`config.mk`:
```
export PLATFORM = sky130hd
export DESIGN_NAME = rotsq_step_ctrl
export DESIGN_NICKNAME = d
export VERILOG_FILES = /design/src/rtl/rotsq_pkg.sv /design/src/rtl/rotsq_prescaler.sv /design/src/rtl/rotsq_step_ctrl.sv
export SDC_FILE = /design/constraint.sdc
export NUM_CORES = 1
export LEC_CHECK = 0
export BUFFER_PORTS_ARGS = -buffer_cell sky130_fd_sc_hd__buf_4
export CAP_MARGIN = 0
export CORE_MARGIN = 2
export CORE_UTILIZATION = 47
export CTS_CLUSTER_DIAMETER = 150
export DETAILED_ROUTE_END_ITERATION = 10
export GPL_TIMING_DRIVEN = 0
export PLACE_DENSITY = 0.67
export SLEW_MARGIN = 20
export SYNTH_ARGS = -nofsm -noshare
export SYNTH_HDL_FRONTEND = slang
export SYNTH_SLANG_ARGS = --single-unit
```
`constraint.sdc`:
```
create_clock -name i_clk -period 2.6 [get_ports i_clk]
set_input_delay 0.26 -clock i_clk [delete_from_list [all_inputs] [get_ports i_clk]]
set_output_delay 0.26 -clock i_clk [all_outputs]
set_load 0.005 [all_outputs]
```
`src/rtl/rotsq_pkg.sv`:
```
// Shared types and defaults for the rotating-square step sequencer.
package rotsq_pkg;

  typedef enum logic [1:0] {
    ST_IDLE  = 2'd0,
    ST_RUN   = 2'd1,
    ST_PAUSE = 2'd2,
    ST_DONE  = 2'd3
  } rotsq_state_e;

  localparam int DEF_DIV_W = 24;
  localparam int DEF_CNT_W = 8;

  // Divisor for one step per 0.1 s from a 100 MHz clock.
  localparam logic [DEF_DIV_W-1:0] DEF_DIV_100MS = 24'd9_999_999;

endpackage

```
`src/rtl/rotsq_prescaler.sv`:
```
// Step-period counter: counts 0..i_term while not held, wrapping to 0;
// o_wrap flags the wrapping clock, o_tick is its registered copy.
module rotsq_prescaler
  import rotsq_pkg::*;
#(
  parameter int P_DIV_W = DEF_DIV_W
) (
  input  logic               i_clk,
  input  logic               i_rst,
  input  logic               i_clr,
  input  logic               i_hold,
  input  logic [P_DIV_W-1:0] i_term,
  output logic               o_wrap,
  output logic               o_tick
);

  logic [P_DIV_W-1:0] cnt_r;

  assign o_wrap = !i_clr && !i_hold && (cnt_r == i_term);

  // Counter and registered wrap tick.
  always_ff @(posedge i_clk or posedge i_rst) begin
    if (i_rst) begin
      cnt_r  <= '0;
      o_tick <= 1'b0;
    end else begin
      o_tick <= o_wrap;
      if (i_clr || o_wrap) begin
        cnt_r <= '0;
      end else if (!i_hold) begin
        cnt_r <= cnt_r + P_DIV_W'(1'b1);
      end
    end
  end

endmodule

```
`src/rtl/rotsq_step_ctrl.sv`:
```
// Step sequencer for the rotating-square pattern: issues one-cycle step
// enables and direction, continuous or for a programmed step count.
module rotsq_step_ctrl
  import rotsq_pkg::*;
#(
  parameter int P_DIV_W = DEF_DIV_W,
  parameter int P_CNT_W = DEF_CNT_W
) (
  input  logic               i_clk,
  input  logic               i_rst,
  input  logic               i_start,
  input  logic               i_stop,
  input  logic               i_pause,
  input  logic               i_cw_req,
  input  logic [P_DIV_W-1:0] i_div,
  input  logic [P_CNT_W-1:0] i_steps,
  output logic               o_en,
  output logic               o_cw,
  output logic               o_busy,
  output logic               o_done,
  output logic [P_CNT_W-1:0] o_steps_left
);

  rotsq_state_e       state_r;
  rotsq_state_e       state_nxt_s;
  logic [P_DIV_W-1:0] div_r;
  logic [P_CNT_W-1:0] steps_r;
  logic               busy_s;
  logic               start_ok_s;
  logic               clr_s;
  logic               hold_s;
  logic               wrap_s;
  logic               last_s;

  assign busy_s     = (state_r == ST_RUN) || (state_r == ST_PAUSE);
  assign start_ok_s = (state_r == ST_IDLE) && i_start && !i_stop;
  // Stop clears the prescaler, which also suppresses a coincident wrap.
  assign clr_s      = !busy_s || i_stop;
  assign hold_s     = i_pause;
  assign last_s     = (steps_r != '0) && (o_steps_left == P_CNT_W'(1'b1));

  rotsq_prescaler #(
    .P_DIV_W (P_DIV_W)
  ) u_prescaler (
    .i_clk  (i_clk),
    .i_rst  (i_rst),
    .i_clr  (clr_s),
    .i_hold (hold_s),
    .i_term (div_r),
    .o_wrap (wrap_s),
    .o_tick (o_en)
  );

  // Next-state decode.
  always_comb begin
    state_nxt_s = state_r;
    case (state_r)
      ST_IDLE: begin
        if (start_ok_s) state_nxt_s = ST_RUN;
        else            state_nxt_s = ST_IDLE;
      end
      ST_RUN, ST_PAUSE: begin
        if (i_stop)                state_nxt_s = ST_IDLE;
        else if (wrap_s && last_s) state_nxt_s = ST_DONE;
        else if (i_pause)          state_nxt_s = ST_PAUSE;
        else                       state_nxt_s = ST_RUN;
      end
      ST_DONE: state_nxt_s = ST_IDLE;
      default: state_nxt_s = ST_IDLE;
    endcase
  end

  // State, latched run settings, direction and step bookkeeping.
  always_ff @(posedge i_clk or posedge i_rst) begin
    if (i_rst) begin
      state_r      <= ST_IDLE;
      div_r        <= '0;
      steps_r      <= '0;
      o_cw         <= 1'b1;
      o_busy       <= 1'b0;
      o_done       <= 1'b0;
      o_steps_left <= '0;
    end else begin
      state_r <= state_nxt_s;
      // Busy stays up through the cycle that carries the final step.
      o_busy  <= (state_nxt_s != ST_IDLE) && (state_r != ST_DONE);
      o_done  <= (state_r == ST_DONE);
      if (start_ok_s) begin
        div_r        <= i_div;
        steps_r      <= i_steps;
        o_cw         <= i_cw_req;
        o_steps_left <= i_steps;
      end else if (busy_s && i_stop) begin
        o_steps_left <= '0;
      end else if (wrap_s) begin
        o_cw <= i_cw_req;
        if (steps_r != '0) begin
          o_steps_left <= o_steps_left - P_CNT_W'(1'b1);
        end
      end
    end
  end

endmodule

```
; ---- Word-level counts from Yosys, hierarchy flattened
; Cells that the tools add are included.
[op_classes]
n_eq_ne = 8
muxes = 14
n_reduce_logical = 24
addsub = 2
[op_table]
columns = cell, count
row1 = two-way mux 24 bit, 2
row2 = two-way mux 8 bit, 4
row3 = adder 24 x 1 -> 24 bit (second input constant), 1
row4 = == test 24 bit, 1
row5 = == test 8 x 1 -> 1 bit (second input constant), 1
row6 = logical AND 1 bit, 8
row7 = nonzero test 8 bit, 1
row8 = subtractor 8 x 1 -> 8 bit (second input constant), 1
row9 = two-way mux 2 bit, 3
row10 = one-hot mux 2 bit (3 select lines), 1
row11 = nonzero test 3 bit, 2
row12 = == test 2 bit (second input constant), 2
row13 = zero test 1 bit, 4
row14 = two-way mux 1 bit, 4
row15 = inequality test 2 bit (second input constant), 2
row16 = AND reduction 2 bit, 2
row17 = nonzero test 2 bit, 2
row18 = logical OR 1 bit, 3
row19 = == test 2 x 1 -> 1 bit (second input constant), 1
row20 = zero test 2 bit, 1
row21 = inequality test 2 x 1 -> 1 bit (second input constant), 1
row22 = OR reduction 2 bit, 1
[totals]
output_inout_bits = 12
regBits = 70
in_bits = 38

; ---- Depth between registers and ports, before layout
; Gate-level depths: netlist (run 1).
[depth]
word_depth = 13
depth_mapped = 8
depth_no_buf = 7

; ---- Cells and area by module
; A second synthesis (run 1) with hierarchy kept.
[hier_totals]
cells_unflattened = 378
area_unflattened_um2 = 3717.3
[by_module_without_submodules]
columns = mod, cells_each, n_inst, area_each_um2
row1 = rotsq_step_ctrl, 214, 1, 2006.9
row2 = rotsq_prescaler, 164, 1, 1710.4

; ---- Worst setup path before layout (run 1)
; No wires, ideal clock.
[synth_path]
path_kind = register -> register
from = register state_r[0]
to = register o_steps_left[2]
path_slack_ns = 0.777
arrival_time_ns = 1.703
t_required_ns = 2.480
n_path_buf = 0
path_stages_with_launch = 8
period_less_slack_ns = 1.823
path_cell_list = dfrtp_1 > inv_1 > ha_1 > nand2b_1 > nor3_1 > nand4_1 > or2_1 > o211a_1
[synth_via]
elab_chain_len = 9
[synth_rtl]
columns = item, line
row1 = start: declaration, rotsq_step_ctrl.sv:24  ; rotsq_state_e state_r;
row2 = start signal: assignment, rotsq_step_ctrl.sv:84  ; state_r <= state_nxt_s;
row3 = == test 2 x 1 -> 1 bit / == test 2 bit (equally long branches), rotsq_step_ctrl.sv:35  ; assign busy_s = (state_r == ST_RUN) || (state_r == ST_PAUSE);
row4 = logical OR 1 bit, rotsq_step_ctrl.sv:35
row5 = zero test 1 bit, rotsq_step_ctrl.sv:38  ; assign clr_s = !busy_s || i_stop;
row6 = logical OR 1 bit, rotsq_step_ctrl.sv:38
row7 = zero test 1 bit, rotsq_prescaler.sv:19  ; assign o_wrap = !i_clr && !i_hold && (cnt_r == i_term);
row8 = logical AND 1 bit (2 in a row), rotsq_prescaler.sv:19
row9 = nonzero test 3 bit (no line), --
row10 = AND reduction 2 bit (no line), --
row11 = end signal: assignment, rotsq_step_ctrl.sv:92  ; o_steps_left <= i_steps;
row12 = end signal: assignment, rotsq_step_ctrl.sv:98  ; o_steps_left <= o_steps_left - P_CNT_W'(1'b1);
row13 = end: declaration, rotsq_step_ctrl.sv:21  ; output logic [P_CNT_W-1:0] o_steps_left
; Several ways; a longest one is shown, not always the timed one.
; A chain may end at the register's enable or synchronous reset.

; ---- Worst setup path in the final report (run 1)
[layout_path]
from = register state_r[0]
to = register div_r[9]
[layout_via]
elab_chain_len = 3
[layout_rtl]
columns = item, line
row1 = zero test 2 bit, rotsq_step_ctrl.sv:36  ; assign start_ok_s = (state_r == ST_IDLE) && i_start && !i_stop;
row2 = logical AND 1 bit (2 in a row), rotsq_step_ctrl.sv:36
row3 = end signal: assignment, rotsq_step_ctrl.sv:89  ; div_r <= i_div;
row4 = end: declaration, rotsq_step_ctrl.sv:26  ; logic [P_DIV_W-1:0] div_r;
; No other way between the ends.

==> out/qor.yml, run 1 <==
end_kind: "flip-flop"
finalPower_mw: 2.615
cts_buffers: 9
outcome: "finished, final reports clean"
synth-seq-cells: 70
synth_cells: 388
start_util: 0.4880
power_frac_clock: 0.330
holdCritPathClass: "primary input to flip-flop"
wl_um: 7985
power_switching_uw: 765.6
clock_skew_ns: 0.009122
port_buffers: 49
die_h_um: 91.01
yosysUniqueCellTypes: 46
met1_usage: 0.2902
grt-ovfl-total: 0
slew_violations: 0
gp_congestion: 0.8444
grt_first_pass_wirelength_um: 13490
r2r.worst_path.cells: 8
cts_max_level: 3
crit_type: "flip-flop to flip-flop"
vias_per_cell: 5.144
syn_to_final_growth_pct: 20.08
clk_latency_ns: 0.35
avgSynthCellArea_um2: 9.171
vias: 2850
busiest_layer: "met2"
cts.sinks: 70
ios: 50
nNetsFinal: 493
dr.pass1.iters: 4
synth_xor_area_frac: 0.1157
antenna_found_initial: 0
clockBufferDepth: 2
syn_nets: 431
hold_start: "i_div[0]"
drt_iter0_drc: 144
p_int_mw: 1.850
yosysSeqAreaShare: 0.4926
maxCapViolCount: 0
syn-cell-area_um2: 3558
drc: 0
cts_root_buf: "clkbuf_8"
grt_pass1_vias: 2766
use_met3: 0.04730
synth_compound_area_frac: 0.06224
finalSetupTns_ns: 0
cts_tree: "built"
synth_top_family_by_area: "simple AND/OR/NAND/NOR gates"
arrival_ns: 2.61
r2r-end: "div_r[9]$_DFFE_PP0P_"
synth_simple_gate_area_frac: 0.2806
n_antenna_cell: 0
cp_max_fo: 10
clkSlewWorstSetupHoldPaths_ns: 0.08
setup_violations: 0
grt_max_degree: 39
comb_power_share: 0.179
yosys_most_used_dff: "dfrtp_1"
die_w_um: 91.01
holdPathStages: 3
synth_edf_count: 0
period_share: 0.8935
p_per_area_nw_per_um2: 612.1
drive_gt1_frac: 0.1736
min_period_ns: 2.323
coreArea_um2: 7292
place_hpwl_um: 6041
post_cts_buffers: 0
use_met2: 0.3185
yosysWarnings: 0
synth_mux_area_frac: 0.005977
final_cell_mix: "nand2_1 (102), dfrtp_1 (69), buf_4 (49)"
final_hold_viol_count: 0
start_kind: "flip-flop"
synth_adder_area_share: 0.01758
max_freq_mhz: 430.5
irDropWorstVdd_uv: 267.1
rr_startpoint: "state_r[0]$_DFF_PP0_"
wl_per_cell_um: 14.41
slew_headroom: 0.5675
grt_usage: 0.2043
required_ns: 2.88
ys_async_sr_fraction: 1.000
tightest_slew_ns: 0.6438
p_seq_frac: 0.490
p_sw_frac: 0.2928
fin_cells: 554
regToRegSetupSlack_ns: 0.28
final_common_cell: "nand2_1"
ant_nets: 0
leakagePower_nw: 2.063
dp.cells: 537
min_to: "div_r[0]$_DFFE_PP0P_"
num_rows: 31
rsz0062_at_grt: "false"
die-area_um2: 8283
==> through the flow <==
stage                     hold slack [ns]  instance area (um^2)  utilization  worst slack (ns)
after floorplan                    0.3256                  3558            -            0.5734
after global routing              0.09934                  4273       0.5860          0.002381
after CTS                         0.09233                  4273       0.5860            0.2584
after global placement             0.4497                  4050       0.5554           -0.3662
final                             0.09823                  4273       0.5860            0.2770
after detailed placement           0.3021                  4073       0.5585            0.2801
==> power groups by stage <==
| stage | Combinational, mW | Sequential, mW | Clock, mW |
|---|---|---|---|
| 2_1_floorplan | 0.305 | 1.28 | 0 |
| 3_3_place_gp | 0.457 | 1.30 | 0 |
| 3_5_place_dp | 0.472 | 1.30 | 0 |
| 4_1_cts | 0.476 | 1.28 | 0.882 |
| 5_1_grt | 0.531 | 1.30 | 0.934 |
| 6_report | 0.469 | 1.28 | 0.863 |
==> layout make-up <==
type                       instances  area, um^2
fill                             667        3019
clock buffer                      10       127.6
multi-input combinational        295        1715
tap                               99       123.9
inverter                          12       47.55
timing repair buffer              51       397.9
sequential                        70        1753
clock inverter                     6       62.56
buffer                            11       45.04
==> kinds of logic after synthesis <==
kind of cell             Yosys count
XOR/XNOR                          47
adder cells (fa/ha/maj)            5
AO/OA/AOI/OAI                     29
multiplexers                       2
buffers and inverters             23
AND/OR/NAND/NOR                  212
flip-flops                        70
==> timing repair <==
item,CTS,global route
gates resized for setup,0,0
endpoints found under the hold margin,31,0
hold buffers,1,0
==> cells in the mapped netlist, types with 6 or more instances <==
| cell | number | share of area |
|---|---|---|
| dfrtp_1 | 69 | 0.49 |
| inv_1 | 12 | 0.013 |
| nand2_1 | 102 | 0.11 |
| nand3_1 | 13 | 0.018 |
| nand4_1 | 7 | 0.012 |
| nor2_1 | 43 | 0.045 |
| nor3_1 | 14 | 0.020 |
| nor4_1 | 6 | 0.011 |
| o21ai_0 | 7 | 0.0098 |
| xnor2_1 | 15 | 0.037 |
| xor2_1 | 32 | 0.079 |
==> flip-flops by register name, summed over array words and instances, names as in the netlist <==
signal and cells:
o_busy 1, u_prescaler.cnt_r 24, o_done 1, steps_r 8, state_r 2, o_cw 1, u_prescaler.o_tick 1, o_steps_left 8
div_r 24
==> layer usage <==
layer	vias to the layer above	wire length, um
li1	1418	-
met1	1369	3816
met2	50	3777
met3	13	287
met4	0	103
met5	-	0
==> critical path, stage by stage, from the launching register on <==
cell and delay [ns]:
dfrtp_1 0.40, inv_1 0.07, ha_1 0.22, and3b_1 0.17, clkbuf_1 0.30, clkbuf_1 0.49, buf_1 0.41, nand2_1 0.12
nand2_1 0.07
==> how the worst max path moves through the flow <==
stage	startpoint	to	slack [ns]	cells past startpoint
2_1_floorplan	i_rst	div_r[0]$_DFFE_PP0P_	0.57	1
3_3_place_gp	i_rst	div_r[0]$_DFFE_PP0P_	-0.37	2
3_5_place_dp	state_r[0]$_DFF_PP0_	div_r[9]$_DFFE_PP0P_	0.28	8
4_1_cts	state_r[0]$_DFF_PP0_	div_r[9]$_DFFE_PP0P_	0.26	8
5_1_grt	state_r[0]$_DFF_PP0_	div_r[1]$_DFFE_PP0P_	0.002	8
6_report	state_r[0]$_DFF_PP0_	div_r[9]$_DFFE_PP0P_	0.28	8
No activity file was read; power rests on OpenSTA's default activity.
==> run 2, diff against run 1 <==
REMOVE_ABC_BUFFERS = 1   (was default)
TNS_END_PERCENT = 100   (was default)
==> run 2 against run 1 <==
Against the previous run: critical path depth down 3; final cell count shrank 1.8%; register-to-register slack improved by 0.08 ns; routed wire length decreased by 5.4%; via count is 1.7% lower; hold slack worse by 0.0021 ns; utilization decreased by 0.46 points; total power decreased by 2.0%; global-route usage shrank 0.49 points; critical path type unchanged; highest routed layer unchanged.
==> out/qor.yml, run 2 (synthesis results as in run 1) <==
dr.pass1.iters: 4  # unchanged
drt_iter0_drc: 121  # was 144
top_regs: "div_r (24), u_prescaler.cnt_r (24)"  # unchanged
crit_type: "flip-flop to flip-flop"  # unchanged
comb_power_share: 0.178  # was 0.179
wl_per_cell_um: 13.89  # was 14.41 um
drc: 0  # unchanged
ant_nets: 0  # unchanged
maxCapViolCount: 0  # unchanged
crit_family: "simple AND/OR/NAND/NOR gates"  # was buffers and inverters
final_hold_viol_count: 0  # unchanged
leakagePower_nw: 2.044  # was 2.063 nW
irDropWorstVdd_uv: 277.9  # was 267.1 uV
finalPower_mw: 2.562  # was 2.615 mW
finalSetupTns_ns: 0  # unchanged
cts.sinks: 70  # unchanged
vias_per_cell: 5.149  # was 5.144
cp_max_fo: 8  # was 10
clkSlewWorstSetupHoldPaths_ns: 0.08  # about the same
dpl_cell_area_um2: 4040  # was 4073 um^2
clockBufferDepth: 2  # unchanged
gp_congestion: 0.8457  # was 0.8444
power_switching_uw: 729.1  # was 765.6 uW
grt_max_degree: 41  # was 39
antenna_found_initial: 0  # unchanged
r2r.worst_path.cells: 5  # was 8
crit_buf_inv: 0  # was 4
path_depth: 5  # was 8
final_cell_mix: "nand2_1 (102), dfrtp_1 (69), buf_4 (49)"  # unchanged
clock_skew_ns: 0.01115  # was 0.009122 ns
start_kind: "flip-flop"  # unchanged
slew_violations: 0  # unchanged
ios: 50  # unchanged
vias: 2801  # was 2,850
use_met2: 0.3235  # was 0.3185
post_cts_buffers: 0  # unchanged
rsz0062_at_grt: "false"  # unchanged
end_kind: "flip-flop"  # unchanged
final_common_cell: "nand2_1"  # unchanged
cp-startpoint: "div_r[23]$_DFFE_PP0P_"  # was state_r[0]$_DFF_PP0_
crit_chain: "xor2_1, nor4_1, nand4b_1, or2_1, o211a_1"  # was inv_1, ha_1, and3b_1, clkbuf_1, clkbuf_1, buf_1, nand2_1, nand2_1
outcome: "finished, final reports clean"  # unchanged
setup_violations: 0  # unchanged
power_frac_clock: 0.321  # was 0.330
start_util: 0.4880  # unchanged
grt_first_pass_wirelength_um: 13120  # was 13,490 um
wl_um: 7557  # was 7985 um
max_freq_mhz: 446.2  # was 430.5 MHz
syn_to_final_growth_pct: 19.13  # was 20.08%
clk_latency_ns: 0.35  # about the same
port_buffers: 49  # unchanged
slew_headroom: 0.5072  # was 0.5675
grt-ovfl-total: 0  # unchanged
p_per_area_nw_per_um2: 604.4  # was 612.1 nW/um^2
cpMaxStageDelayCell: "nor4_1"  # was clkbuf_1
cts_buffers: 9  # unchanged
p_seq_frac: 0.501  # was 0.490
num_rows: 31  # unchanged
tightest_slew_ns: 0.7335  # was 0.6438 ns
busiest_layer: "met2"  # unchanged
place_hpwl_um: 5475  # was 6041 um
met1_usage: 0.2600  # was 0.2902
p_sw_frac: 0.2846  # was 0.2928
use_met3: 0.05477  # was 0.04730
r2r-end: "o_steps_left[2]$_DFFE_PP0P_"  # was div_r[9]$_DFFE_PP0P_
n_antenna_cell: 0  # unchanged
holdCritPathClass: "primary input to flip-flop"  # unchanged
coreArea_um2: 7292  # unchanged
arrival_ns: 2.48  # was 2.61 ns
worst_slack_ns: 0.3591  # was 0.2770 ns
required_ns: 2.84  # was 2.88 ns
die-area_um2: 8283  # unchanged
grt_usage: 0.1993  # was 0.2043
min_period_ns: 2.241  # was 2.323 ns
crit_path_end: "o_steps_left[2]$_DFFE_PP0P_"  # was div_r[9]$_DFFE_PP0P_
cts_tree: "built"  # unchanged
p_int_mw: 1.833  # was 1.850 mW
period_share: 0.8619  # was 0.8935
whs_ns: 0.09617  # was 0.09823 ns
die_h_um: 91.01  # unchanged
slowest_delay_ns: 0.48  # was 0.49 ns
nNetsFinal: 483  # was 493
rr_startpoint: "div_r[23]$_DFFE_PP0P_"  # was state_r[0]$_DFF_PP0_
grt_pass1_vias: 2773  # was 2,766
cts_max_level: 3  # unchanged
fin_area_um2: 4239  # was 4273 um^2
cts_root_buf: "clkbuf_8"  # unchanged
pre_cts_ws_ns: 0.02910  # was 0.2801 ns
drive_gt1_frac: 0.1708  # was 0.1736
die_w_um: 91.01  # unchanged
regToRegSetupSlack_ns: 0.36  # was 0.28 ns
==> run 2: cell types whose count changed in the layout (fill, tap and decap cells not counted) <==
cell,before,now
and3b_1,1,0
and3b_2,0,1
buf_1,3,0
buf_2,3,0
buf_6,0,1
bufinv_16,1,0
clkbuf_1,6,3
clkbuf_8,9,12
clkinv_2,3,1
clkinv_4,2,0
o21bai_2,1,0
o21bai_4,0,1
==> run 2: area by class of cell <==
type,count,area (um^2)
clock buffers,15,176.4
clock inverters,1,5.005
fillers,675,3053
inverters,12,47.55
multi-input cells,295,1724
flip-flops and latches,70,1753
well taps,99,123.9
repair buffers,52,409.1
==> run 2: through the flow <==
stage,cells,utilization
after floorplan,377,-
after global placement,525,0.5492
after detailed placement,527,0.5540
after CTS,544,0.5803
after global routing,544,0.5813
final,544,0.5813
==> run 2: worst min path at each step <==
stage	startpoint	end	slack (ns)	cells past startpoint
2_1_floorplan	i_stop	state_r[0]$_DFF_PP0_	0.33	1
3_3_place_gp	i_div[7]	div_r[7]$_DFFE_PP0P_	0.45	3
3_5_place_dp	i_rst	div_r[16]$_DFFE_PP0P_	0.29	2
4_1_cts	i_div[22]	div_r[22]$_DFFE_PP0P_	0.09	3
5_1_grt	i_div[3]	div_r[3]$_DFFE_PP0P_	0.09	3
6_report	i_div[22]	div_r[22]$_DFFE_PP0P_	0.1	3
==> run 2: layer usage <==
| layer | up-vias | share of wire |
|---|---|---|
| li1 | 1400 | - |
| met1 | 1335 | 0.47 |
| met2 | 53 | 0.47 |
| met3 | 13 | 0.044 |
| met4 | 0 | 0.015 |
| met5 | - | 0 |
==> run 2: power by group through the flow <==
stage	Sequential (mW)	Clock [mW]	Combinational (mW)
floorplan	1.28	0	0.298
global placement	1.30	0	0.438
detailed placement	1.30	0	0.460
CTS	1.28	0.833	0.463
global route	1.30	0.890	0.519
finish	1.28	0.823	0.456
==> run 2: worst min-delay path: cells and delay by family <==
kind	cells	cell delay (ns)
buffers and inverters	1	0.07
and+or+nand+nor	2	0.08
==> run 2: repair_timing <==
action	in CTS	in global routing
endpoints found under the setup margin	0	24
hold buffers	1	0
hold endpoints to repair	30	0
gates resized for setup	0	1
